**config.mk**
```make
export PLATFORM = sky130hd
export DESIGN_NAME = skew_buffer_array
export DESIGN_NICKNAME = d
export VERILOG_FILES = /design/src/rtl/skew_buffer_array.sv
export SDC_FILE = /design/constraint.sdc
export NUM_CORES = 1
export LEC_CHECK = 0
export CAP_MARGIN = 0
export CORE_ASPECT_RATIO = 1.2
export CORE_MARGIN = 5
export CORE_UTILIZATION = 55
export CTS_BUF_LIST = sky130_fd_sc_hd__clkbuf_16
export CTS_CLUSTER_SIZE = 12
export DETAILED_ROUTE_END_ITERATION = 12
export GPL_TIMING_DRIVEN = 1
export PLACE_DENSITY = 0.76
export SYNTH_ARGS = -nofsm -noshare
export SYNTH_HDL_FRONTEND = slang
export SYNTH_SLANG_ARGS = --single-unit
```
**constraint.sdc**
```tcl
create_clock -name clk -period 1.8 [get_ports clk]
set_clock_uncertainty 0.15 [all_clocks]
set_input_delay 0.36 -clock clk [delete_from_list [all_inputs] [get_ports clk]]
set_output_delay 0.36 -clock clk [all_outputs]
set_load 0.1 [all_outputs]
```
**src/rtl/skew_buffer_array.sv**
```systemverilog
// skew_buffer_array: per-lane delay lines that skew an aligned word into a
// systolic wavefront (mode 0, lane i late by i) or deskew a wavefront back
// into aligned words (mode 1, lane i late by N-1-i).
// Optional build macro: SKEW_ZERO_FILL_EN forces data_out[i] to 0 while its
// valid is low; without it the tap register contents are shown as-is.
module skew_buffer_array #(
   parameter int unsigned N  = 8,
   parameter int unsigned DW = 8
) (
   input  logic                   clk,
   input  logic                   rst_n,
   input  logic                   mode,
   input  logic                   in_valid,
   input  logic [N-1:0][DW-1:0]   data_in,
   input  logic                   stall,
   input  logic                   flush,
   output logic                   in_ready,
   output logic [N-1:0][DW-1:0]   data_out,
   output logic [N-1:0]           out_valid,
   output logic                   busy,
   output logic                   drain_done
);

   localparam int unsigned IW = $clog2(N);

   // Per lane, stage 0 is the LSB slot of the chain.
   logic [N-1:0][N-1:0]          vld_q;
   logic [N-1:0][N-1:0][DW-1:0]  dat_q;
   logic                         mode_q;
   logic                         busy_q;
   logic                         adv;
   logic                         accept;
   logic [N-1:0][IW-1:0]         tap;

   assign adv      = !stall;
   assign accept   = in_valid && adv && !flush;
   assign in_ready = !stall;

   // Tap selection per lane and busy over the live part of each chain.
   always_comb begin
      tap  = '0;
      busy = 1'b0;
      for (int i = 0; i < N; i++) begin
         tap[i] = mode_q ? IW'(N - 1 - i) : IW'(i);
         for (int k = 0; k < N; k++) begin
            if (k <= int'(tap[i])) busy = busy | vld_q[i][k];
         end
      end
   end

   // Output taps come straight from registers; no input-to-output path.
   always_comb begin
      data_out  = '0;
      out_valid = '0;
      for (int i = 0; i < N; i++) begin
         out_valid[i] = vld_q[i][tap[i]];
`ifdef SKEW_ZERO_FILL_EN
         data_out[i]  = vld_q[i][tap[i]] ? dat_q[i][tap[i]] : '0;
`else
         data_out[i]  = dat_q[i][tap[i]];
`endif
      end
   end

   assign drain_done = busy_q && !busy;

   // Delay-line shift, flush of valids, idle-only mode capture.
   always_ff @(posedge clk or negedge rst_n) begin
      if (!rst_n) begin
         vld_q  <= '0;
         dat_q  <= '0;
         mode_q <= 1'b0;
         busy_q <= 1'b0;
      end else begin
         // Flush wins over stall and drops a same-cycle beat.
         if (flush) begin
            vld_q <= '0;
         end else if (adv) begin
            for (int i = 0; i < N; i++) begin
               vld_q[i] <= {vld_q[i][N-2:0], accept};
            end
         end
         // Data registers keep their contents across a flush.
         if (adv && !flush) begin
            for (int i = 0; i < N; i++) begin
               dat_q[i] <= {dat_q[i][N-2:0], data_in[i]};
            end
         end
         // Mode only changes with nothing in flight, so a wavefront never
         // gets re-tapped mid-flight.
         if (adv && !busy) mode_q <= mode;
         busy_q <= busy;
      end
   end

endmodule

```
==> qor.yml, run 1 <==
outcome: "finished with violations"
violations: "setup timing"
cts-htree-levels: 2
period_share: 1.413
ir_worst_vdd_mv: 1.496
arrival_ns: 2.03
p_per_area_nw_per_um2: 1724
end_kind: "output port"
clkLatencyLatePin_ns: 0.54
synthTopCellsByCount: "mux2_2, dfrtp_1, buf_6, buf_2, nor2_1"
globalplace.congestion: 0.7333
ys_seq_area_frac: 0.6279
grt_overflow: 0
place_area_sq_um: 19900
relSlewSlack: 0.7212
required_ns: 1.29
register_area_sq_um: 10660
clockBufferDepth: 3
clockPowerShare: 0.211
grtUsageTotal: 0.1751
p_sw_frac: 0.3485
wire_per_inst_microns: 18.26
dp_hpwl_mm: 18.59
multiInputGateArea_sq_um: 5882
drc: 0
area_growth_pct: 26.34
die-area_sq_um: 34490
yosysWarnings: 0
hold_viol: 0
pwr-share-comb: 0.387
grt_pass1_vias: 9570
min_period_ns: 2.543
setup_tns_ns: -43.18
cts_buffers: 43
grt_pass1_wl_mm: 49.22
pwr-share-seq: 0.402
die-height_microns: 202.5
p_int_uw: 24080
coreArea_sq_um: 30480
fin_ws_ns: -0.7435
p_leak_uw: 0.009475
synth_cell_types: 14
wl_mm: 29.56
fill_cells: 1978
start_kind: "register"
ys_async_sr_fraction: 1.000
design_area_sq_um: 21450
port_buffers: 144
synth_top_area_share: 0.6279
routed_via_density: 5.287
drt_iter0_drc: 392
setup_viol: 75
worstSetupPathType: "reg2out"
syn-cell-area_sq_um: 16980
cts_root_buf: "clkbuf_16"
synth_most_common_cell: "mux2_2"
p_sw_uw: 12880
fin_nets: 1269
start_util: 0.5570
ant_nets: 0
drv_slew: 0
ys_ff_latch: 426
drv_cap: 0
grt_max_degree: 80
clkTransAtPathRegs_ns: 0.06
cts_tree: "yes"
synth_nets: 1075
dr_total_vias: 8559
final_util: 0.7037
synthesis.instances: 1005
dr.pass1.iters: 4
worstMarginPinSlew_ns: 0.4182
worstPathMaxFanout: 3
grt_antenna_before_repair: 1
clock.fmax_mhz: 393.2
die_w_microns: 170.4
avgSynthCellArea_sq_um: 16.89
drive_above_1_share: 0.5638
netlist_top_cells_area: "dfrtp_1, mux2_2, buf_6, mux2i_1, buf_2"
rsz0062_at_grt: "yes"
hp-class: "in2async"
synth-main-ff-cell: "dfrtp_1"
ioPinCount: 145
synth_edf_count: 0
cts.sinks: 426
synth_top_cell_by_area: "dfrtp_1"
num_rows: 70
power groups by stage:
stage | combinational [uW] | sequential, uW | clock (uW)
3_3_place_gp | 13800 | 14800 | 0
2_1_floorplan | 9880 | 14300 | 0
4_1_cts | 14500 | 14900 | 8050
6_report | 14300 | 14800 | 7810
5_1_grt | 15000 | 15300 | 8440
3_5_place_dp | 14100 | 15000 | 0
area by class of cell:
cell class	count	share of cell area
Sequential cell	426	0.4972
Multi-Input combinational cell	511	0.2742
Timing Repair Buffer	215	0.1486
Clock buffer	44	0.05134
Tap cell	396	0.02310
Clock inverter	24	0.005075
Inverter	2	0.0003500
Antenna cell	1	0.0001167
layout by cell type (no fill, tap or decap):
master	count
diode_2	1
mux2i_1	8
dfrtp_1	425
buf_4	35
clkdlybuf4s50_1	68
buf_8	5
clkbuf_16	44
or2_4	1
nor2_1	8
inv_1	17
clkinv_8	1
nor2_4	2
dlygate4sd3_1	1
nor3_4	1
buf_12	99
dfrtp_4	1
clkinv_1	6
buf_16	6
or4_4	2
buf_6	1
mux2_4	52
inv_6	1
mux2_2	437
clkinv_2	1
critical path, cell delays in order (launching register included):
cell and delay (ns):
dfrtp_1 0.38, or4_4 0.54, or2_4 0.30, nor2_4 0.11, buf_12 0.18
kinds of logic after synthesis:
| family | synth area share |
|---|---|
| buffers and inverters | 0.03825 |
| DFF | 0.6279 |
| muxes | 0.3291 |
| and+or+nand+nor | 0.004717 |
sequential cells by signal (all words and copies together), names as in the netlist:
signal and cells:
dat_q 416, vld_q 8, busy_q 1, mode_q 1
final timing paths:
kind / start / end / slack [ns] / cells after the start
max: vld_q[7] / drain_done / -0.74 / 4
min in group clk: data_in[22] / dat_q[134] / 0.28 / 2
min reg2reg: dat_q[166] / dat_q[174] / 0.34 / 1
max in group asynchronous: rst_n / dat_q[510] / 0.61 / 3
min: rst_n / dat_q[15] / 0.16 / 2
max reg2reg: vld_q[7] / mode_q / -0.02 / 4
per-stage QoR:
step	total power (uW)	cells	hold WS (ns)	worst slack, ns
2_1_floorplan	24170	1005	-0.08559	-0.5707
3_3_place_gp	28590	1537	0.1022	-0.3369
3_5_place_dp	29070	1537	0.1066	-0.3552
4_1_cts	37410	1618	0.1155	-0.7575
5_1_grt	38700	1619	0.1601	-0.8049
6_report	36970	1619	0.1627	-0.7435
what timing repair did:
action                                  4_1_cts  5_1_grt
pin swaps                                     3        1
setup buffers                                 6        2
hold buffers                                  1        0
gates resized for setup                      31        2
endpoints found under the setup margin       76       75
gates cloned                                  6        0
endpoints found under the hold margin       329        0
metal layers:
layer,share of wire,vias to the layer above,GRT usage
li1,-,3953,-
met1,0.41,4434,0.2216
met2,0.53,127,0.3094
met3,0.036,45,0.03252
met4,0.022,0,0.04765
met5,0,-,0
Note: power is estimated with default switching activity, not from simulation.
==> run 2: changes to the inputs <==
--- a/config.mk
+++ b/config.mk
@@ -7,12 +7,13 @@
 export LEC_CHECK = 0
 export CAP_MARGIN = 0
 export CORE_ASPECT_RATIO = 1.2
-export CORE_MARGIN = 5
+export CORE_MARGIN = 10
 export CORE_UTILIZATION = 55
 export CTS_BUF_LIST = sky130_fd_sc_hd__clkbuf_16
 export CTS_CLUSTER_SIZE = 12
 export DETAILED_ROUTE_END_ITERATION = 12
 export GPL_TIMING_DRIVEN = 1
+export MAX_ROUTING_LAYER = met4
 export PLACE_DENSITY = 0.76
 export SYNTH_ARGS = -nofsm -noshare
 export SYNTH_HDL_FRONTEND = slang
==> qor.yml, run 2 (synthesis gave the netlist of run 1 again) <==
wire_per_inst_microns: 18.03  # -1.2%
clock.fmax_mhz: 393.5  # about the same
grt_antenna_before_repair: 1  # unchanged
cts_tree: "yes"
relSlewSlack: 0.7479  # +0.02663
routed_via_density: 5.281  # -0.11%
setup_viol: 75  # unchanged
timing.rr.start: "vld_q[7]"
design_power_total_uw: 36930  # about the same
die-area_sq_um: 38320  # +11%
p_per_area_nw_per_um2: 1712  # -0.70%
drt_iter0_drc: 381  # -2.8%
setup_tns_ns: -40.58  # +2.599 ns
grt_overflow: 0  # unchanged
die_w_microns: 180.4  # +5.9%
timing.rr.end: "mode_q"
top_regs: "dat_q x416, vld_q x8"
ff2ff_setup_slack_ns: -0.07  # -0.05 ns
p_leak_uw: 0.009560  # +0.89%
multiInputGateArea_sq_um: 5927  # +0.77%
top_register: "dat_q"
drive_above_1_share: 0.5698  # +0.005975
start_kind: "register"
grt_pass1_vias: 9514  # -0.59%
dp_hpwl_mm: 19.27  # +3.6%
rr_worst_depth: 5  # +1
ioPinCount: 145  # unchanged
dp_cells: 1549  # +0.78%
area_growth_pct: 27.11
dr_total_vias: 8602  # +0.50%
ir_worst_vdd_mv: 1.451  # -3.0%
grtUsageTotal: 0.1578  # -0.01726
num_rows: 70  # unchanged
cts_root_buf: "clkbuf_16"
required_ns: 1.29  # about the same
cts_buffers: 43  # unchanged
arrival_ns: 2.03  # about the same
fin_ws_ns: -0.7410  # +0.002503 ns
period_share: 1.412  # about the same
worstSetupPathType: "reg2out"
worstPathMaxFanout: 3  # unchanged
grt_max_degree: 71  # -11%
worstMarginPinSlew_ns: 0.3782  # -0.03994 ns
ant_nets: 0  # unchanged
final_util: 0.7080  # +0.004310
drv_cap: 0  # unchanged
cts-htree-levels: 2  # unchanged
cts.sinks: 426  # unchanged
fill_cells: 1957  # -1.1%
die-height_microns: 212.5  # +4.9%
coreArea_sq_um: 30480  # unchanged
clkTransAtPathRegs_ns: 0.06  # about the same
start_util: 0.5570  # unchanged
layoutNonFillerInstCount: 1629  # +0.62%
largest_reg_flops: 416  # unchanged
dr.pass1.iters: 4  # unchanged
clockBufferDepth: 3  # unchanged
port_buffers: 144  # unchanged
drc: 0  # unchanged
wl_mm: 29.38  # -0.61%
register_area_sq_um: 10660  # unchanged
hold_viol: 0  # unchanged
globalplace.congestion: 0.7511  # +2.4%
clkLatencyLatePin_ns: 0.52  # -0.02 ns
rsz0062_at_grt: "yes"
grt_pass1_wl_mm: 49.15  # -0.14%
outcome: "finished with violations"
fin_nets: 1282  # +1.0%
min_period_ns: 2.541  # -0.002503 ns
violations: "setup timing"
most-common-layout-cells: "mux2_2, dfrtp_1, buf_12"
drv_slew: 0  # unchanged
end_kind: "output port"
hp-class: "in2async"
==> run 2: cell types whose count changed in the layout (fill, tap and decap cells not counted), sizes merged <==
| cell | change |
|---|---|
| buf | +13 |
| clkbuf | +1 |
| inv | -4 |
==> run 2: cell type report <==
cell class | instances | share of cell area
Timing Repair Buffer | 228 | 0.1520
Clock inverter | 20 | 0.003595
Clock buffer | 45 | 0.05218
Antenna cell | 1 | 0.0001160
Multi-Input combinational cell | 511 | 0.2747
Sequential cell | 426 | 0.4942
Tap cell | 396 | 0.02296
Inverter | 2 | 0.0003479
==> run 2: routing by layer <==
layer	vias up	GRT usage	wire length, microns
li1	3957	-	-
met1	4472	0.1886	12440
met2	123	0.2721	15370
met3	50	0.02432	892
met4	0	0.04870	675
met5	-	-	0
==> run 2: worst max path at each step <==
stage                         start    endpoint  slack, ns  cells after the start
after detailed placement      flush  dat_q[106]      -0.37                      5
after global placement        flush  dat_q[454]      -0.34                      5
after global routing       vld_q[7]  drain_done      -0.79                      4
after floorplan           vld_q[41]  drain_done      -0.57                      3
final                      vld_q[7]  drain_done      -0.74                      4
after CTS                 vld_q[10]  drain_done      -0.75                      4
==> run 2: timing repair <==
item,4_1_cts,5_1_grt
buffers inserted,6,2
endpoints found under the hold margin,214,0
hold buffers,1,0
resized for setup,34,15
setup endpoints to repair,76,75
cloned,6,0
pin swaps,2,2
==> run 2: where the power goes <==
part	internal [uW]	switching, uW	total, uW
clock network	4430	3350	7780
logic	6710	7620	14300
registers	13000	1780	14800
total	24200	12800	36900
==> run 2: stage by stage <==
stage / setup slack [ns] / cell area, sq um / hold slack, ns
after detailed placement: -0.3672 / 20000 / 0.1399
final: -0.7410 / 21580 / 0.1730
after global placement: -0.3445 / 20000 / 0.1327
after CTS: -0.7475 / 21530 / 0.1873
after floorplan: -0.5707 / 17160 / -0.08559
after global routing: -0.7902 / 21580 / 0.2034
==> run 2: worst max-delay path, stage by stage, from the launching register on <==
cell and delay, ns:
dfrtp_1 0.39, or4_4 0.54, or2_4 0.30, nor2_4 0.11, buf_12 0.18
==> run 3: changes to the inputs <==
--- a/config.mk
+++ b/config.mk
@@ -6,14 +6,13 @@
 export NUM_CORES = 1
 export LEC_CHECK = 0
 export CAP_MARGIN = 0
-export CORE_ASPECT_RATIO = 1.2
+export CORE_ASPECT_RATIO = 2
 export CORE_MARGIN = 10
 export CORE_UTILIZATION = 55
 export CTS_BUF_LIST = sky130_fd_sc_hd__clkbuf_16
-export CTS_CLUSTER_SIZE = 12
+export CTS_CLUSTER_SIZE = 28
 export DETAILED_ROUTE_END_ITERATION = 12
 export GPL_TIMING_DRIVEN = 1
-export MAX_ROUTING_LAYER = met4
 export PLACE_DENSITY = 0.76
 export SYNTH_ARGS = -nofsm -noshare
 export SYNTH_HDL_FRONTEND = slang
==> qor.yml, run 3 (synthesis gave the netlist of run 1 again) <==
setup_tns_ns: -42.12  # -1.536 ns
p_sw_uw: 12840  # +0.62%
hp-class: "in2async"
globalplace.congestion: 0.7633  # +1.6%
pwr-share-seq: 0.403  # +0.002
cts.sinks: 426  # unchanged
diodes: 0  # -1
drc: 0  # unchanged
final_common_cell: "mux2_2"
worstSetupPathType: "reg2out"
rsz0062_at_grt: "yes"
p_per_area_nw_per_um2: 1713  # +0.11%
design_power_total_uw: 36900  # about the same
wire_per_inst_microns: 18.55  # +2.8%
grt_pass1_vias: 9717  # +2.1%
end_kind: "output port"
wl_mm: 29.88  # +1.7%
worstPathMaxFanout: 3  # unchanged
fin_ws_ns: -0.7161  # +0.02490 ns
grt_antenna_before_repair: 0  # -1
hold_ws_ns: 0.1282  # -0.04484 ns
drv_cap: 0  # unchanged
die-height_microns: 268.5  # +26%
start_util: 0.5543  # -0.002708
area_growth_pct: 26.86
routed_via_density: 5.361  # +1.5%
required_ns: 1.29  # about the same
fin_nets: 1283  # +0.078%
hold_viol: 0  # unchanged
start_kind: "register"
port_buffers: 144  # unchanged
outcome: "finished with violations"
cts_buffers: 38  # -12%
drv_slew: 0  # unchanged
coreArea_sq_um: 30630  # +0.49%
most-common-layout-cells: "mux2_2, dfrtp_1, buf_12"
place_area_sq_um: 20020  # +0.10%
clkLatencyLatePin_ns: 0.52  # about the same
worstMarginPinSlew_ns: 0.4320  # +0.05382 ns
ir_worst_vdd_mv: 1.469  # +1.2%
ant_nets: 0  # unchanged
top_regs: "dat_q x416, vld_q x8"
cts_root_buf: "clkbuf_16"
violations: "setup timing"
period_share: 1.398  # -0.01383
drt_iter0_drc: 268  # -30%
die-area_sq_um: 38720  # +1.0%
min_period_ns: 2.516  # -0.02490 ns
die_w_microns: 144.2  # -20%
arrival_ns: 2.01  # -0.02 ns
p_int_uw: 24060  # -0.46%
ff2ff_setup_slack_ns: -0.14  # -0.07 ns
dp_hpwl_mm: 19.99  # +3.7%
p_leak_uw: 0.009547  # -0.14%
largest_reg_flops: 416  # unchanged
rr_worst_depth: 5  # unchanged
dr.pass1.iters: 4  # unchanged
cts-htree-levels: 2  # unchanged
clkTransAtPathRegs_ns: 0.07  # about the same
setup_viol: 75  # unchanged
num_rows: 91  # +30%
timing.rr.end: "mode_q"
cts_tree: "yes"
top_register: "dat_q"
grt_max_degree: 84  # +18%
design_area_sq_um: 21540  # -0.20%
final_util: 0.7032  # -0.004831
pwr-share-comb: 0.388  # about the same
p_sw_frac: 0.3479  # +0.002443
dr_total_vias: 8636  # +0.40%
drive_above_1_share: 0.5747  # +0.004852
ioPinCount: 145  # unchanged
timing.rr.start: "vld_q[10]"
grt_overflow: 0  # unchanged
grt_pass1_wl_mm: 50.68  # +3.1%
clockPowerShare: 0.209  # -0.002
clockBufferDepth: 3  # unchanged
clock.fmax_mhz: 397.4  # +0.99%
grtUsageTotal: 0.1603  # +0.002484
critical_path.startpoint: "vld_q[53]"
relSlewSlack: 0.7120  # -0.03588
[run 3: worst max-delay path by stage]
stage                 end  slack, ns  cells past startpoint
2_1_floorplan  drain_done      -0.57                      3
3_3_place_gp   dat_q[357]      -0.31                      5
3_5_place_dp    dat_q[23]      -0.34                      5
4_1_cts        drain_done      -0.76                      4
5_1_grt        drain_done      -0.77                      4
6_report       drain_done      -0.72                      4
[run 3: final cells by class]
class / count / area [sq um]
flip-flops and latches: 426 / 10660
fillers: 1923 / 9091
multi-input cells: 511 / 5882
repair buffers: 234 / 3341
clock buffers: 39 / 975.9
well taps: 372 / 465.4
clock inverters: 27 / 201.4
inverters: 2 / 7.507
[run 3: what timing repair did]
| action | in CTS | in global routing |
|---|---|---|
| setup endpoints to repair | 76 | 76 |
| pin swaps | 4 | 1 |
| hold endpoints to repair | 197 | 0 |
| setup buffers | 11 | 4 |
| resized for setup | 34 | 10 |
| gates cloned | 4 | 0 |
| hold buffers | 1 | 0 |
[run 3: critical path: stages, from the launching register on]
cell and delay (ns):
dfrtp_1 0.38, or4_4 0.55, or2_4 0.28, nor2_4 0.10
buf_12 0.18
[run 3: routing by layer]
layer,wire [microns],share of wire,up-vias,global-route usage
met5,0,0,-,0
met4,563,0.019,0,0.04418
met3,1104,0.037,43,0.03032
met1,12480,0.42,4501,0.2015
li1,-,-,3968,-
met2,15730,0.53,124,0.2766
[run 3: metrics by stage]
| step | instances | setup WS [ns] |
|---|---|---|
| 3_5_place_dp | 1530 | -0.3389 |
| 5_1_grt | 1611 | -0.7723 |
| 2_1_floorplan | 1005 | -0.5707 |
| 6_report | 1611 | -0.7161 |
| 3_3_place_gp | 1530 | -0.3082 |
| 4_1_cts | 1612 | -0.7578 |
[run 3: power groups by stage]
| stage | Clock [uW] | Combinational (uW) | Sequential [uW] |
|---|---|---|---|
| floorplan | 0 | 9880 | 14300 |
| global placement | 0 | 13900 | 14700 |
| detailed placement | 0 | 14200 | 15000 |
| CTS | 7960 | 14600 | 14900 |
| global route | 8310 | 15000 | 15300 |
| finish | 7730 | 14300 | 14900 |
